<file path="src/rtl/dadda_mul_arbiter.sv">
`default_nettype none
// ============================================================================
//  Module   : dadda_mul_arbiter (with Dadda_16b)
//  Brief    : Round-robin sequencer sharing one 16x16 multiplier among NREQ
//             requesters; registered operands in, registered tagged product out.
//  Revision : 1.0  initial release
// ============================================================================

module Dadda_16b (
    input  logic [15:0] i_a,
    input  logic [15:0] i_b,
    output logic [31:0] o_y
);
    logic [31:0] w_pp [16];
    logic [31:0] w_s1 [11];
    logic [31:0] w_s2 [8];
    logic [31:0] w_s3 [6];
    logic [31:0] w_s4 [4];
    logic [31:0] w_s5 [3];
    logic [31:0] w_s6 [2];
    logic [63:0] w_t;

    function automatic logic [63:0] csa(input logic [31:0] x, input logic [31:0] y,
                                        input logic [31:0] z);
        logic [31:0] s;
        logic [31:0] c;
        s = x ^ y ^ z;
        c = ((x & y) | (x & z) | (y & z)) << 1;
        return {s, c};
    endfunction

    // Carry-save reduction 16 -> 11 -> 8 -> 6 -> 4 -> 3 -> 2 rows, then one CPA
    always_comb begin
        w_t = '0;
        for (int i = 0; i < 16; i++) begin
            w_pp[i] = {16'd0, i_a & {16{i_b[i]}}} << i;
        end
        for (int k = 0; k < 5; k++) begin
            w_t = csa(w_pp[3*k], w_pp[3*k+1], w_pp[3*k+2]);
            w_s1[2*k]   = w_t[63:32];
            w_s1[2*k+1] = w_t[31:0];
        end
        w_s1[10] = w_pp[15];
        for (int k = 0; k < 3; k++) begin
            w_t = csa(w_s1[3*k], w_s1[3*k+1], w_s1[3*k+2]);
            w_s2[2*k]   = w_t[63:32];
            w_s2[2*k+1] = w_t[31:0];
        end
        w_s2[6] = w_s1[9];
        w_s2[7] = w_s1[10];
        for (int k = 0; k < 2; k++) begin
            w_t = csa(w_s2[3*k], w_s2[3*k+1], w_s2[3*k+2]);
            w_s3[2*k]   = w_t[63:32];
            w_s3[2*k+1] = w_t[31:0];
        end
        w_s3[4] = w_s2[6];
        w_s3[5] = w_s2[7];
        for (int k = 0; k < 2; k++) begin
            w_t = csa(w_s3[3*k], w_s3[3*k+1], w_s3[3*k+2]);
            w_s4[2*k]   = w_t[63:32];
            w_s4[2*k+1] = w_t[31:0];
        end
        w_t     = csa(w_s4[0], w_s4[1], w_s4[2]);
        w_s5[0] = w_t[63:32];
        w_s5[1] = w_t[31:0];
        w_s5[2] = w_s4[3];
        w_t     = csa(w_s5[0], w_s5[1], w_s5[2]);
        w_s6[0] = w_t[63:32];
        w_s6[1] = w_t[31:0];
        o_y     = w_s6[0] + w_s6[1];
    end
endmodule

module dadda_mul_arbiter #(
    parameter int NREQ = 4,
    parameter int IDW  = 2
) (
    input  logic                 clk,
    input  logic                 rst,
    input  logic [NREQ-1:0]      req_valid,
    output logic [NREQ-1:0]      req_ready,
    input  logic [16*NREQ-1:0]   req_a,
    input  logic [16*NREQ-1:0]   req_b,
    output logic                 rsp_valid,
    input  logic                 rsp_ready,
    output logic [IDW-1:0]       rsp_id,
    output logic [31:0]          rsp_y
);
    typedef enum logic [1:0] {
        S_IDLE = 2'd0,
        S_MUL  = 2'd1,
        S_RESP = 2'd2
    } state_t;

    state_t         r_state_q, w_state_d;
    logic [IDW-1:0] r_ptr_q, w_ptr_d;
    logic [IDW-1:0] r_id_q, w_id_d;
    logic [15:0]    r_op_a_q, w_op_a_d;
    logic [15:0]    r_op_b_q, w_op_b_d;
    logic [31:0]    r_y_q, w_y_d;
    logic [31:0]    w_prod;
    logic [IDW:0]   w_pick;
    logic [IDW-1:0] w_gnt;
    logic           w_any;
    logic [15:0]    w_sel_a, w_sel_b;

    // Returns {found, index} of the first set bit at or above p, with wrap.
    function automatic logic [IDW:0] rr_pick(input logic [NREQ-1:0] v,
                                             input logic [IDW-1:0]  p);
        logic [IDW:0] res;
        res = '0;
        for (int k = NREQ - 1; k >= 0; k--) begin
            for (int j = 0; j < NREQ; j++) begin
                if (j == (int'(p) + k) % NREQ && v[j]) begin
                    res = {1'b1, IDW'(j)};
                end
            end
        end
        return res;
    endfunction

    Dadda_16b u_mul (
        .i_a (r_op_a_q),
        .i_b (r_op_b_q),
        .o_y (w_prod)
    );

    always_comb begin
        w_pick  = rr_pick(req_valid, r_ptr_q);
        w_any   = w_pick[IDW];
        w_gnt   = w_pick[IDW-1:0];
        w_sel_a = '0;
        w_sel_b = '0;
        for (int i = 0; i < NREQ; i++) begin
            if (w_gnt == IDW'(i)) begin
                w_sel_a = req_a[16*i +: 16];
                w_sel_b = req_b[16*i +: 16];
            end
        end

        w_state_d = r_state_q;
        w_ptr_d   = r_ptr_q;
        w_id_d    = r_id_q;
        w_op_a_d  = r_op_a_q;
        w_op_b_d  = r_op_b_q;
        w_y_d     = r_y_q;
        req_ready = '0;

        case (r_state_q)
            S_IDLE: begin
                if (w_any) begin
                    req_ready = NREQ'(1) << w_gnt;
                    w_op_a_d  = w_sel_a;
                    w_op_b_d  = w_sel_b;
                    w_id_d    = w_gnt;
                    w_ptr_d   = (int'(w_gnt) == NREQ - 1) ? '0 : w_gnt + 1'b1;
                    w_state_d = S_MUL;
                end
            end
            S_MUL: begin
                w_y_d     = w_prod;
                w_state_d = S_RESP;
            end
            S_RESP: begin
                if (rsp_ready) begin
                    w_state_d = S_IDLE;
                end
            end
            default: w_state_d = S_IDLE;
        endcase

        // A grant shown during reset would be a lie: nothing gets latched.
        if (rst) begin
            req_ready = '0;
        end
    end

    always_ff @(posedge clk) begin
        if (rst) begin
            r_state_q <= S_IDLE;
            r_ptr_q   <= '0;
            r_id_q    <= '0;
            r_op_a_q  <= '0;
            r_op_b_q  <= '0;
            r_y_q     <= '0;
        end else begin
            r_state_q <= w_state_d;
            r_ptr_q   <= w_ptr_d;
            r_id_q    <= w_id_d;
            r_op_a_q  <= w_op_a_d;
            r_op_b_q  <= w_op_b_d;
            r_y_q     <= w_y_d;
        end
    end

    assign rsp_valid = (r_state_q == S_RESP);
    assign rsp_id    = r_id_q;
    assign rsp_y     = r_y_q;
endmodule

`default_nettype wire

</file>
<file path="config.mk">
export PLATFORM = sky130hd
export DESIGN_NAME = dadda_mul_arbiter
export DESIGN_NICKNAME = d
export VERILOG_FILES = /design/src/rtl/dadda_mul_arbiter.sv
export SDC_FILE = /design/constraint.sdc
export NUM_CORES = 1
export LEC_CHECK = 0
export BUFFER_PORTS_ARGS = -buffer_cell sky130_fd_sc_hd__buf_4
export CORE_MARGIN = 2
export CORE_UTILIZATION = 64
export DETAILED_ROUTE_END_ITERATION = 12
export GPL_ROUTABILITY_DRIVEN = 0
export PLACE_DENSITY = 0.95
export SLEW_MARGIN = 0
export SYNTH_ARGS = -nofsm -noshare
export SYNTH_HDL_FRONTEND = slang
export SYNTH_SLANG_ARGS = --single-unit
</file>
<file path="constraint.sdc">
create_clock -name clk -period 12.69 [get_ports clk]
set_input_delay 1.269 -clock clk [delete_from_list [all_inputs] [get_ports clk]]
set_output_delay 1.269 -clock clk [all_outputs]
set_load 0.02 [all_outputs]
</file>
# Word level (Yosys, flattened, before mapping)
# Cells that the tools add are included.
[totals] out_inout_bits=39 in_bits=135 word_cells=207 register_bits=70
[classes] n_reduce_logical=27 bitwise_logic=117 n_shift=1 n_mux=31 n_eq_ne=20 add_sub_neg=5
[op_table] operator="$and A31 B31 Y31" n=27
[op_table] operator="$or A31 B31 Y31" n=23
[op_table] operator="$xor A32 B32 Y32" n=17
[op_table] operator="$and A16 B16 Y16" n=16
[op_table] operator="$logic_not A32 Y1" n=4
[op_table] operator="$mux W16" n=8
[op_table] operator="$mux W3" n=16
[op_table] operator="$add A32 B32 Y32" n=1
[op_table] operator="$xor A32 B31 Y32" n=1
[op_table] operator="$or A31 B18 Y31" n=1
[op_table] operator="$or A31 B21 Y31" n=1
[op_table] operator="$or A31 B24 Y31" n=1
[op_table] operator="$or A31 B27 Y31" n=1
[op_table] operator="$or A31 B30 Y31" n=1
[op_table] operator="$and A28 B30 Y30" n=1
[op_table] operator="$and A29 B30 Y30" n=1
[op_table] operator="$xor A29 B30 Y30" n=1
[op_table] operator="$and A28 B29 Y29" n=1
[op_table] operator="$xor A28 B29 Y29" n=1
[op_table] operator="$and A25 B27 Y27" n=1
[op_table] operator="$and A26 B27 Y27" n=1
[op_table] operator="$xor A26 B27 Y27" n=1
[op_table] operator="$and A25 B26 Y26" n=1
[op_table] operator="$xor A25 B26 Y26" n=1
[op_table] operator="other kinds (34)" n=73

# Logic depth before layout (Yosys ltp)
[depth] depth_word=26 mapped_depth=21

# Modules after synthesis
# From an unflattened synthesis, not the netlist that was laid out.
[unflattened] hier_cells=1350 hier_area_um2=11881.4
[by_module_without_submodules] module="Dadda_16b" seq_area_each_um2=0.0 cells_per_inst=866 area_per_inst_um2=7982.7 instances=1
[by_module_without_submodules] module="dadda_mul_arbiter" seq_area_each_um2=1401.3 cells_per_inst=484 area_per_inst_um2=3898.7 instances=1

# Worst setup path before layout
# No wires, ideal clock.
[synth_timing] path_kind="register to register" from="register r_op_b_q[14]" to="register r_y_q[30], in the netlist rsp_y[30]" slack_ns=7.114 stages_incl_launch_ff=20 arrival_ns=5.455 setup_time_ns=0.121 path_buffers=1 cell_sequence="dfxtp_1 -> clkbuf_1 -> nand2_1 -> fa_1 -> inv_1 -> fa_1 -> fa_1 -> fa_1 -> inv_1 -> fa_1 -> inv_1 -> fa_1 -> ha_1 -> a21oi_1 -> nand2_1 -> a211o_1 -> a21oi_4 -> o21ba_1 -> o21ai_2 -> mux2_4"
[synth_between] elab_chain_len=17 word_cells_on_any_way=45 classes_between="add/sub (1); bitwise (44)"
[synth_lines] element="start, declared" line_no="99" text="logic [15:0] r_op_b_q, w_op_b_d;"
[synth_lines] element="start signal, assigned" line_no="191" text="r_op_b_q <= w_op_b_d;"
[synth_lines] element="$and A16 B16 Y16 *" line_no="36" text="w_pp[i] = {16'd0, i_a & {16{i_b[i]}}} << i;"
[synth_lines] element="$xor A29 B30 Y30" line_no="27" text="s = x ^ y ^ z;"
[synth_lines] element="$and A31 B31 Y31" line_no="28" text="c = ((x & y) | (x & z) | (y & z)) << 1;"
[synth_lines] element="$or A31 B31 Y31 (2 in a row)" line_no="28"
[synth_lines] element="$and A31 B31 Y31" line_no="28"
[synth_lines] element="$or A31 B31 Y31 (2 in a row)" line_no="28"
[synth_lines] element="$xor A32 B32 Y32" line_no="27"
[synth_lines] element="$xor A32 B31 Y32" line_no="27"
[synth_lines] element="$and A31 B31 Y31" line_no="28"
[synth_lines] element="$or A31 B31 Y31 (2 in a row)" line_no="28"
[synth_lines] element="$and A31 B31 Y31" line_no="28"
[synth_lines] element="$or A31 B31 Y31 (2 in a row)" line_no="28"
[synth_lines] element="$add A32 B32 Y32 *" line_no="70" text="o_y = w_s6[0] + w_s6[1];"
[synth_lines] element="end signal, assigned" line_no="192" text="r_y_q <= w_y_d;"
[synth_lines] element="end, declared" line_no="100" text="logic [31:0] r_y_q, w_y_d;"
# Every way passes the cells marked *; elsewhere a longest branch is shown, timed or not.
# A chain may end at the register's enable or synchronous reset.

# Worst setup path after layout
# Same ends and word-level chain as after synthesis.

==> impl_metrics.ini <==
[run_status]
status = completed

[final_layout]
regArea_um2 = 1400
multiInputGateArea_um2 = 9060
drive_gt1_share_pct = 14.6
fillers = 1192
final_nets = 1880
area_growth_syn_to_layout_pct = 14.2
final_cell_count_no_fill = 1694

[timing]
slew_viol_final = 0
finalClockSkew_ns = 0.0129
setup_viol = 0
hold_viol_final = 0
fin_ws_ns = 6.56
finalCriticalPeriod_ns = 6.13
post-route-period-util_pct = 48.3
tns_ns = 0
slew_headroom_pct = 22.1
fmax_mhz = 163
tightest_slew_ns = 1.16
rsz0062_at_grt = false

[global_routing]
use_met1_pct = 38.8
grt_pass1_vias = 11000
overflow = 0
antenna_found_initial = 2
grt_use_total_pct = 36.1
met3_usage_pct = 7.28
grt_max_degree = 71
busiest_layer = met2
grt_pass1_wl_um = 52100
gr-usage-met2_pct = 63.5

[clock_network]
postCtsSetupRepairBufs = 0
numCtsBuffers = 9
cts_tree = done
root_buffer = clkbuf_16
clock_sinks = 70
post_cts_resized = 0
hold_buffers = 0
clkTransAtPathRegs_ns = 0.06
cts_buffer_depth = 2
clk_latency_ns = 0.36
htreeDepth = 3

[floorplanning]
start_util_pct = 65.7
fp.dieH_um = 138
core_um2 = 17400
ios = 174
fp.dieArea_um2 = 19000
die_x_um = 138
rows = 48

[synthesis]
synth_area_leaders = fa_1, dfxtp_1, ha_1
synth_area_um2 = 11400
yosysTopAreaCell = fa_1
synth_edf_count = 0
yosys_warnings = 0
yosysSeqAreaShare_pct = 12.2
synth.top_cell.area_share_pct = 35.2
yosysMostFrequentCell = nand2_1
netlist_top_cells_count = nand2_1, fa_1, inv_1
async_reset_ff_share_pct = 0
yosysUniqueCellTypes = 53
syn_inst = 1353
synth_nets = 1770
ys_seq_elements = 70
syn_area_per_cell_um2 = 8.46
synth_flop_cell = dfxtp_1

[drt]
routed_via_density = 6.01
detail-route-antenna-nets = 0
vias = 10200
drt-total-wl_um = 32400
drt-pass1-iter-count = 8
first_iter_violations = 817
wl_per_cell_um = 19.1
drc = 0

[pwr]
power_density_nw_per_um2 = 137
power_leakage_nw = 5.84
ir_drop_v = 0.000117

[worst_setup_path]
critPathSlowestCell = dfxtp_1
cp_max_fo = 17
cp.arrival_ns = 6.37
crit_top_cell = fa_1
path_class = flip-flop to flip-flop
path_cells = nand2_1 -> fa_1 -> inv_1 -> fa_1 -> fa_1 -> fa_1 -> inv_1 -> fa_1 -> inv_1 -> fa_1 -> ha_1 -> a21oi_1 -> nand2_1 -> a211o_1 -> a21oi_4 -> o21ba_1 -> o21ai_2 -> mux2_4
end_kind = flip-flop
cp-start-kind = flip-flop
worstPathRequired_ns = 12.93
max_stage_delay_ns = 0.76

[place]
io_buffers = 173
place_inst = 1677
dpl.hpwl_um = 24900
place_ws_ns = 6.63

[run]
maxCapViolCount = 0

[min_path]
hp-class = flip-flop to flip-flop
report_power, final:
part / internal, mW / switching (mW) / leakage [nW]
registers: 0.263 / 0.121 / 0.575
logic: 0.480 / 0.671 / 5.12
clock network: 0.153 / 0.107 / 0.149
cell usage in the layout, fill, tap and decap left out, types with 4 or more instances in the layout:
| master | netlist | routed |
|---|---|---|
| o211ai_1 | 32 | 32 |
| nor2_1 | 82 | 82 |
| and2_1 | 158 | 158 |
| o21ai_1 | 5 | 5 |
| clkinv_4 | 0 | 4 |
| nand3_1 | 10 | 10 |
| o21ai_0 | 43 | 43 |
| fa_1 | 201 | 201 |
| xor2_1 | 8 | 8 |
| buf_4 | 0 | 176 |
| mux2i_1 | 4 | 4 |
| nor2b_1 | 6 | 4 |
| a211oi_1 | 5 | 5 |
| clkbuf_16 | 0 | 9 |
| ha_1 | 81 | 79 |
| a21o_1 | 8 | 8 |
| a22oi_1 | 31 | 31 |
| dfxtp_1 | 70 | 70 |
| nand2_1 | 206 | 206 |
| a21oi_1 | 81 | 81 |
| inv_1 | 188 | 188 |
| xnor2_1 | 9 | 9 |
critical path: cells and delay by family (launching register included):
kind	cells	cell delay, ns
multiplexers	1	0.30
AO/OA/AOI/OAI	5	1.04
flip-flops	1	0.76
adder cells (fa/ha/maj)	7	3.46
AND/OR/NAND/NOR	2	0.28
buffers and inverters	3	0.17
final timing paths:
| path | slack (ns) | start | depth (start not counted) | end |
|---|---|---|---|---|
| worst min-delay path | 0.45 | rsp_y[22] | 2 | rsp_y[22] |
| worst max register to register | 6.56 | r_op_b_q[14] | 18 | rsp_y[30] |
| worst min register to register | 0.45 | rsp_y[22] | 2 | rsp_y[22] |
| worst max-delay path | 6.56 | r_op_b_q[14] | 18 | rsp_y[30] |
cell type report:
type / instances / share of cell area [%]
Clock inverter: 7 / 0.574
Clock buffer: 9 / 1.72
Multi-Input combinational cell: 1018 / 69.3
Antenna cell: 1 / 0.0191
Sequential cell: 70 / 10.7
Inverter: 188 / 5.40
Tap cell: 225 / 2.15
Timing Repair Buffer: 176 / 10.1
logic make-up after synthesis:
group	synth area share [%]
AOI/OAI and AO/OA	13.4
xor gates and xnor gates	1.30
adders and majority gates	44.0
buffers and inverters	8.73
DFF	12.2
muxes	0.481
and+or+nand+nor	19.8
state kept, by name, summed over array words and instances (netlist names):
register   count
r_op_a_q      16
r_op_b_q      16
r_ptr_q        2
r_state_q      2
rsp_id         2
rsp_y         32
metal layers:
layer	up-vias	part of all wire, %
li1	4486	-
met1	4917	33
met2	596	52
met3	184	7.6
met4	2	7.6
met5	-	0.040
through the flow:
stage	area, µm²	power [mW]	util, %	hold slack (ns)
floorplan	11400	1.17	-	0.491
global placement	12800	1.44	73.3	0.433
detailed placement	12800	1.52	73.3	0.442
CTS	13100	1.79	75.0	0.452
global route	13100	1.95	75.0	0.472
finish	13100	1.79	75.0	0.451
Note: power is estimated with default switching activity, not from simulation.
